--- config.mk ---
export PLATFORM = sky130hd
export DESIGN_NAME = vram_arbiter
export DESIGN_NICKNAME = d
export VERILOG_FILES = /design/src/rtl/vram_arbiter.sv
export SDC_FILE = /design/constraint.sdc
export NUM_CORES = 1
export LEC_CHECK = 0
export ABC_AREA = 0
export BUFFER_PORTS_ARGS = -buffer_cell sky130_fd_sc_hd__clkbuf_2
export CORE_AREA = 3 3 96 98
export CTS_CLUSTER_SIZE = 16
export DETAILED_ROUTE_END_ITERATION = 10
export DIE_AREA = 0 0 99 101
export PLACE_DENSITY = 0.77
export SLEW_MARGIN = 40
export SYNTH_ARGS = -nofsm -noshare
export SYNTH_HDL_FRONTEND = slang
export SYNTH_SLANG_ARGS = --single-unit
--- constraint.sdc ---
create_clock -name clk_cpu -period 4.5 [get_ports clk_cpu]
set_input_delay 0.45 -clock clk_cpu [delete_from_list [all_inputs] [get_ports clk_cpu]]
set_output_delay 0.45 -clock clk_cpu [all_outputs]
set_load 0.01 [all_outputs]
--- src/rtl/vram_arbiter.sv ---
// VRAM arbiter: shares one single-port RAM between CPU and video fetch with an IDLE/ACCESS/RESP cycle.
// Optional CPU anti-starvation counter is built in when VRAM_ARB_FAIR_EN is defined.
module vram_arbiter #(
  parameter int STARVE_LIMIT = 4
) (
  input  logic        clk_cpu,
  input  logic        n_reset,
  input  logic        cpu_valid,
  input  logic [3:0]  cpu_wren,
  input  logic [23:0] cpu_addr,
  input  logic [31:0] cpu_wdata,
  output logic [31:0] cpu_rdata,
  output logic        cpu_ready,
  input  logic        vid_req,
  input  logic [23:0] vid_addr,
  output logic        vid_ack,
  output logic [31:0] vid_rdata,
  output logic        vid_rvalid,
  output logic        mem_en,
  output logic [3:0]  mem_wren,
  output logic [23:0] mem_addr,
  output logic [31:0] mem_wdata,
  input  logic [31:0] mem_rdata
);

  typedef enum logic [1:0] {IDLE, ACCESS, RESP} state_t;

  state_t state;
  logic   owner_vid;
  logic   any_req;
  logic   grant_vid;

  assign any_req = cpu_valid || vid_req;

`ifdef VRAM_ARB_FAIR_EN
  localparam int CNT_W = $clog2(STARVE_LIMIT + 2);
  localparam logic [CNT_W-1:0] STARVE_MAX = CNT_W'(STARVE_LIMIT);

  logic [CNT_W-1:0] starve_cnt;
  logic             cpu_forced;

  assign cpu_forced = cpu_valid && (starve_cnt == STARVE_MAX);
  assign grant_vid  = vid_req && !cpu_forced;

  // Counts video wins that overtook a waiting CPU; a CPU win resets the tally.
  always_ff @(posedge clk_cpu) begin
    if (!n_reset) begin
      starve_cnt <= '0;
    end else if (state == IDLE && any_req) begin
      if (!grant_vid)
        starve_cnt <= '0;
      else if (cpu_valid && starve_cnt != STARVE_MAX)
        starve_cnt <= starve_cnt + 1'b1;
    end
  end
`else
  assign grant_vid = vid_req;
`endif

  // Sequencer: the winner's request is captured on entry to ACCESS so later input changes cannot disturb it.
  always_ff @(posedge clk_cpu) begin
    if (!n_reset) begin
      state      <= IDLE;
      owner_vid  <= 1'b0;
      mem_en     <= 1'b0;
      mem_wren   <= 4'b0000;
      mem_addr   <= '0;
      mem_wdata  <= '0;
      vid_ack    <= 1'b0;
      cpu_ready  <= 1'b0;
      vid_rvalid <= 1'b0;
    end else begin
      case (state)
        IDLE: begin
          if (any_req) begin
            state     <= ACCESS;
            owner_vid <= grant_vid;
            mem_en    <= 1'b1;
            vid_ack   <= grant_vid;
            if (grant_vid) begin
              mem_addr  <= vid_addr;
              mem_wren  <= 4'b0000;
              mem_wdata <= '0;
            end else begin
              mem_addr  <= cpu_addr;
              mem_wren  <= cpu_wren;
              mem_wdata <= cpu_wdata;
            end
          end
        end
        ACCESS: begin
          state      <= RESP;
          mem_en     <= 1'b0;
          mem_wren   <= 4'b0000;
          mem_addr   <= '0;
          mem_wdata  <= '0;
          vid_ack    <= 1'b0;
          cpu_ready  <= !owner_vid;
          vid_rvalid <= owner_vid;
        end
        RESP: begin
          state      <= IDLE;
          cpu_ready  <= 1'b0;
          vid_rvalid <= 1'b0;
        end
        default: state <= IDLE;
      endcase
    end
  end

  // RAM data arrives during RESP, so it is steered straight through, gated by the owner's pulse.
  assign cpu_rdata = cpu_ready  ? mem_rdata : '0;
  assign vid_rdata = vid_rvalid ? mem_rdata : '0;

endmodule

# After elaboration in Yosys (flattened, before gate mapping)
# Cells that the tools add are included.
dict set report word_totals {
  ff_bits 67
  in_bits 120
}
dict set report classes {
  eq_ne 3
  mux 19
  reduce_logical 7
}
# operator n
set op_table {}
lappend op_table {{two-way mux 32 bit} 4}
lappend op_table {{case mux 32 bit (2 select lines)} 1}
lappend op_table {{two-way mux 24 bit} 2}
lappend op_table {{case mux 24 bit (2 select lines)} 1}
lappend op_table {{two-way mux 4 bit} 2}
lappend op_table {{case mux 1 bit (2 select lines)} 4}
lappend op_table {{case mux 4 bit (2 select lines)} 1}
lappend op_table {{case mux 2 bit (2 select lines)} 1}
lappend op_table {{AND reduction 2 bit} 2}
lappend op_table {{nonzero test 2 bit} 2}
lappend op_table {{equality test 2 x 1 -> 1 bit (second input constant)} 1}
lappend op_table {{equality test 2 bit (second input constant)} 1}
lappend op_table {{zero test 2 bit} 1}
lappend op_table {{two-way mux 1 bit} 2}
lappend op_table {{two-way mux 2 bit} 1}
lappend op_table {{inequality test 2 bit (second input constant)} 1}
lappend op_table {{zero test 1 bit} 1}
lappend op_table {{logical OR 1 bit} 1}

# Depth between registers and ports, before layout
dict set report depth {
  depth_word 3
  depth_mapped 8
}

# Worst setup path after synthesis
# OpenSTA, ideal clock, no wires.
dict set report synth_timing {
  path_type {flip-flop to flip-flop}
  startpoint {register state[0]}
  endpoint {register mem_wdata[21]}
  setup_ns 0.115
  arrival_time_ns 1.608
  required_time_ns 4.385
  path_slack_ns 2.776
  path_stages_with_launch 9
  n_path_buf 3
  period_less_slack_ns 1.724
  cell_sequence {dfxtp_1 -> inv_1 -> ha_1 -> or3b_1 -> buf_2 -> buf_2 -> buf_2 -> nand4_1 -> o21ai_2}
}
dict set report synth_between {
  elab_chain_cells 3
  elab_cells_between_ends 6
  cone_classes {eq/ne (2); mux (1); reduce/logical (3)}
}
# item line_no
set synth_rtl {}
lappend synth_rtl {{from (decl)} 28} ;# state_t state;
lappend synth_rtl {{from (signal assigned)} 63} ;# state <= IDLE;
lappend synth_rtl {{from (signal assigned)} 76} ;# state <= ACCESS;
lappend synth_rtl {{from (signal assigned)} 92} ;# state <= RESP;
lappend synth_rtl {{equality test 2 x 1 -> 1 bit or zero test 2 bit (tied branches)} 73} ;# case (state)
lappend synth_rtl {{nonzero test 2 bit (no source line) or inequality test 2 bit (tied branches)} -}
lappend synth_rtl {{AND reduction 2 bit (no source line)} -}
lappend synth_rtl {{to (signal assigned)} 87} ;# mem_wdata <= cpu_wdata;
lappend synth_rtl {{to (decl)} 22} ;# output logic [31:0] mem_wdata,
# Several ways; a longest one is shown, not always the timed one.
# A chain may end at the register's enable or synchronous reset.

# Worst setup path in the final report
dict set report layout_timing {
  startpoint {register state[1]}
  endpoint {register mem_addr[10]}
}
dict set report layout_between {
  elab_chain_cells 3
  elab_cells_between_ends 6
  cone_classes {eq/ne (2); mux (1); reduce/logical (3)}
}
# item line_no
set layout_rtl {}
lappend layout_rtl {{equality test 2 x 1 -> 1 bit or zero test 2 bit (tied branches)} 73}
lappend layout_rtl {{nonzero test 2 bit (no source line) or inequality test 2 bit (tied branches)} -}
lappend layout_rtl {{AND reduction 2 bit (no source line)} -}
lappend layout_rtl {{to (signal assigned)} 81} ;# mem_addr <= vid_addr;
lappend layout_rtl {{to (signal assigned)} 85} ;# mem_addr <= cpu_addr;
lappend layout_rtl {{to (decl)} 21} ;# output logic [23:0] mem_addr,
# Several ways; a longest one is shown, not always the timed one.

==> impl_results.md <==
- Worst reg2reg path endpoint: mem_addr[10]
- Clock sinks: 67
- CP max-delay cell: a21oi_4
- Port Buf Inserts: 247
- Ant. Diodes: 0
- CP max FO: 39
- Compound-cell area share of the yosys netlist: 16.3%
- RSZ-0062 raised after global routing: no
- Worst hold slack: 0.345 ns
- Critical path, cell by cell: inv_1, ha_1, or3b_1, buf_4, a21oi_4, o2bb2ai_1
- Met3 Use GR: 4.98%
- Flop-to-flop setup slack: 2.08 ns
- Die width: 99 µm
- Delay-heaviest family, CP: compound AO/OA/AOI/OAI gates
- Power Density: 368 mW/mm²
- Max Fclk: 0.413 GHz
- Design Area, Final: 0.00471 mm²
- Die area: 0.0100 mm²
- Clock share of power: 34.7%
- Total GRT Usage: 19.2%
- 1st-pass router iterations: 4
- Ys async rst share: 0%
- Slew HR: 48.4%
- Post-cts resize count: 0
- Clock Skew: 0.00904 ns
- Max-Cap Viols: 0
- Worst Hold Depth: 3
- RePlAce Congestion: 0.837
- Vias per cell: 4.84
- Tmin final: 2.42 ns
- Root Buffer: clkbuf_8
- CP required: 4.75 ns
- Sequential area share after synthesis: 41.6%
- Die H: 101 µm
- Mux cell area share after synthesis: 8.37%
- Slew of the pin with the lowest slew margin: 0.774 ns
- GR peak layer: met2
- Max VDD drop: 0.254 mV
- Final wirelength: 9.95 mm
- Simple-Gate Fraction of Synth Area: 26.1%
- Initial DRC count: 109
- Setup violators final: 0
- Crit Path Class: flop to flop
- CP arrival: 2.67 ns
- Setup TNS: 0 ns
- Final hold viol count: 0
- CTS tree: yes
- Ports: 248
- # rows: 34
- Initial Util: 37.8%
- Lkg Pwr: 2.37 nW
- CTS buffer count: 9
- Max-slew violations: 0
- Mean post-synth cell area: 9.14 µm²
- Reg power frac: 40.2%
- GRT met2 Usage: 32.0%
- Residual DRC: 0
- Post-synth EDFFs: 0
- Mapped Area: 0.00323 mm²
- Main combinational cell family by area after synthesis: simple AND/OR/NAND/NOR gates
- Hold Path Sink: mem_wdata[3]
- Hold buffers post-CTS: 0
- Main synth FF type: dfxtp_1
- Seq cells post-synth: 67
- Layout cells sized above 1: 49.9%
- Clock latency at the later pin of the worst-skew pair: 0.33 ns
- Layout area overhead: 46.0%
- H-tree levels: 3
- Post-synthesis cell type count: 28
- Routed WL per cell: 14.4 µm
- HPWL Detailed: 7.54 mm
- Tot Pwr: 1.73 mW
- Utilization after layout: 55.1%
- Syn_nets: 478
- Internal power: 1.21 mW
- Worst setup SP type: flop
- Post-CTS Setup Bufs: 0
- Core Region: 0.00855 mm²
- DR vias: 3,355
- Reg2reg path depth: 6
- Combinational Power Share: 25.0%
- Dpl cell area: 0.00447 mm²
- GR Util met1: 24.3%
- Worst-path clk slew: 0.07 ns
- Vias in the first global route: 3,187
- Status: finished, final reports clean
- XOR/XNOR Fraction of Synth Area: 0%
- Adder-cell share of the synthesized area: 1.94%
- First-pass GRT wire length: 15.6 mm
- CP bufs+invs: 2
- Initial antenna violation count: 0
- Worst setup EP type: flop
- Tcrit/Tclk final: 53.9%
- Worst hold path type: primary input to flop
- Slowest cell delay on critical path: 0.63 ns
- FF-to-FF Start: state[1]
- Syn. warnings: 0
- Net switching power: 0.523 mW
- Switch share: 30.2%
- Hold Crit Start: cpu_wdata[3]
- Nets: 705
- Post-route ant nets: 0
- Clk buf depth: 2
- Fillers: 766
- Syn Inst Count: 353
- Largest net degree at the start of global routing: 42
- Total global routing overflow: 0
## layout by cell type (no fill, tap or decap), types with 3 or more instances in the layout
master	netlist	layout
clkbuf_2	0	245
dfxtp_1	67	65
and2_1	64	64
nand2_1	38	38
nand4_1	37	37
mux2i_1	27	27
o2bb2ai_1	24	24
o21ai_2	20	20
o21ai_0	17	17
clkbuf_8	0	10
nor2_1	5	5
ha_1	5	5
inv_1	4	4
bufinv_16	0	3
## final cells by class
class                   instances  area, µm²  area share (%)
flip-flops and latches         67       1340            28.5
multi-input cells             249       1730            36.6
well taps                     108        135            2.87
clock buffers                  11        141            3.00
clock inverters                 5        100            2.12
inverters                       4       15.0           0.318
repair buffers                249       1250            26.6
## cells in the mapped netlist, drive strengths merged (3+ instances only)
cell     count  share of area (%)
buf         14                3.1
ha           5                1.9
mux2i       27                8.4
clkbuf      19                2.2
o21ai       37                8.1
nand2       38                4.4
a21oi        3               0.81
inv          4               0.46
and2        65                 13
o2bb2ai     24                6.5
nor2         5               0.58
dfxtp       67                 42
nand4       37                7.2
## state kept, by name, summed over array words and instances, names as in the netlist
| signal | cells |
|---|---|
| cpu_ready | 1 |
| mem_addr | 24 |
| mem_en | 1 |
| mem_wdata | 32 |
| mem_wren | 4 |
| owner_vid | 1 |
| state | 2 |
| vid_ack | 1 |
| vid_rvalid | 1 |
## worst max path at each step
stage / depth (start not counted) / endpoint / start
detailed placement: 5 / mem_addr[15] / vid_req
global placement: 5 / mem_addr[12] / vid_req
floorplan: 8 / mem_wdata[21] / state[0]
finish: 6 / mem_addr[10] / state[1]
CTS: 5 / mem_wdata[31] / state[0]
global route: 5 / mem_wdata[4] / state[1]
## through the flow
stage          setup slack, ns  instances
3_3_place_gp              1.79        677
3_5_place_dp              1.94        677
6_report                  2.08        693
4_1_cts                   2.07        693
5_1_grt                   1.80        693
2_1_floorplan             2.78        353
## per-layer routing
layer / vias up / wire length, µm
li1: 1701 / -
met1: 1515 / 4230
met2: 126 / 4830
met3: 13 / 754
met4: 0 / 138
met5: - / 0
## cells by family after synthesis
group,after synthesis
fa+ha+maj,5
simple gates,150
mux,27
buf+inv,37
compound gates,67
flops,67
## power by group through the flow
stage / clock network, mW / logic, mW / registers (mW)
final: 0.602 / 0.434 / 0.697
after global routing: 0.649 / 0.477 / 0.707
after CTS: 0.622 / 0.439 / 0.696
after detailed placement: 0 / 0.438 / 0.708
after global placement: 0 / 0.425 / 0.707
after floorplan: 0 / 0.251 / 0.717
## worst reg2reg max path, stage by stage (launching register included)
cell and delay (ns):
dfxtp_1 0.33, inv_1 0.13, ha_1 0.32, or3b_1 0.45
buf_4 0.30, a21oi_4 0.63, o2bb2ai_1 0.19
No activity file was read; power rests on OpenSTA's default activity.
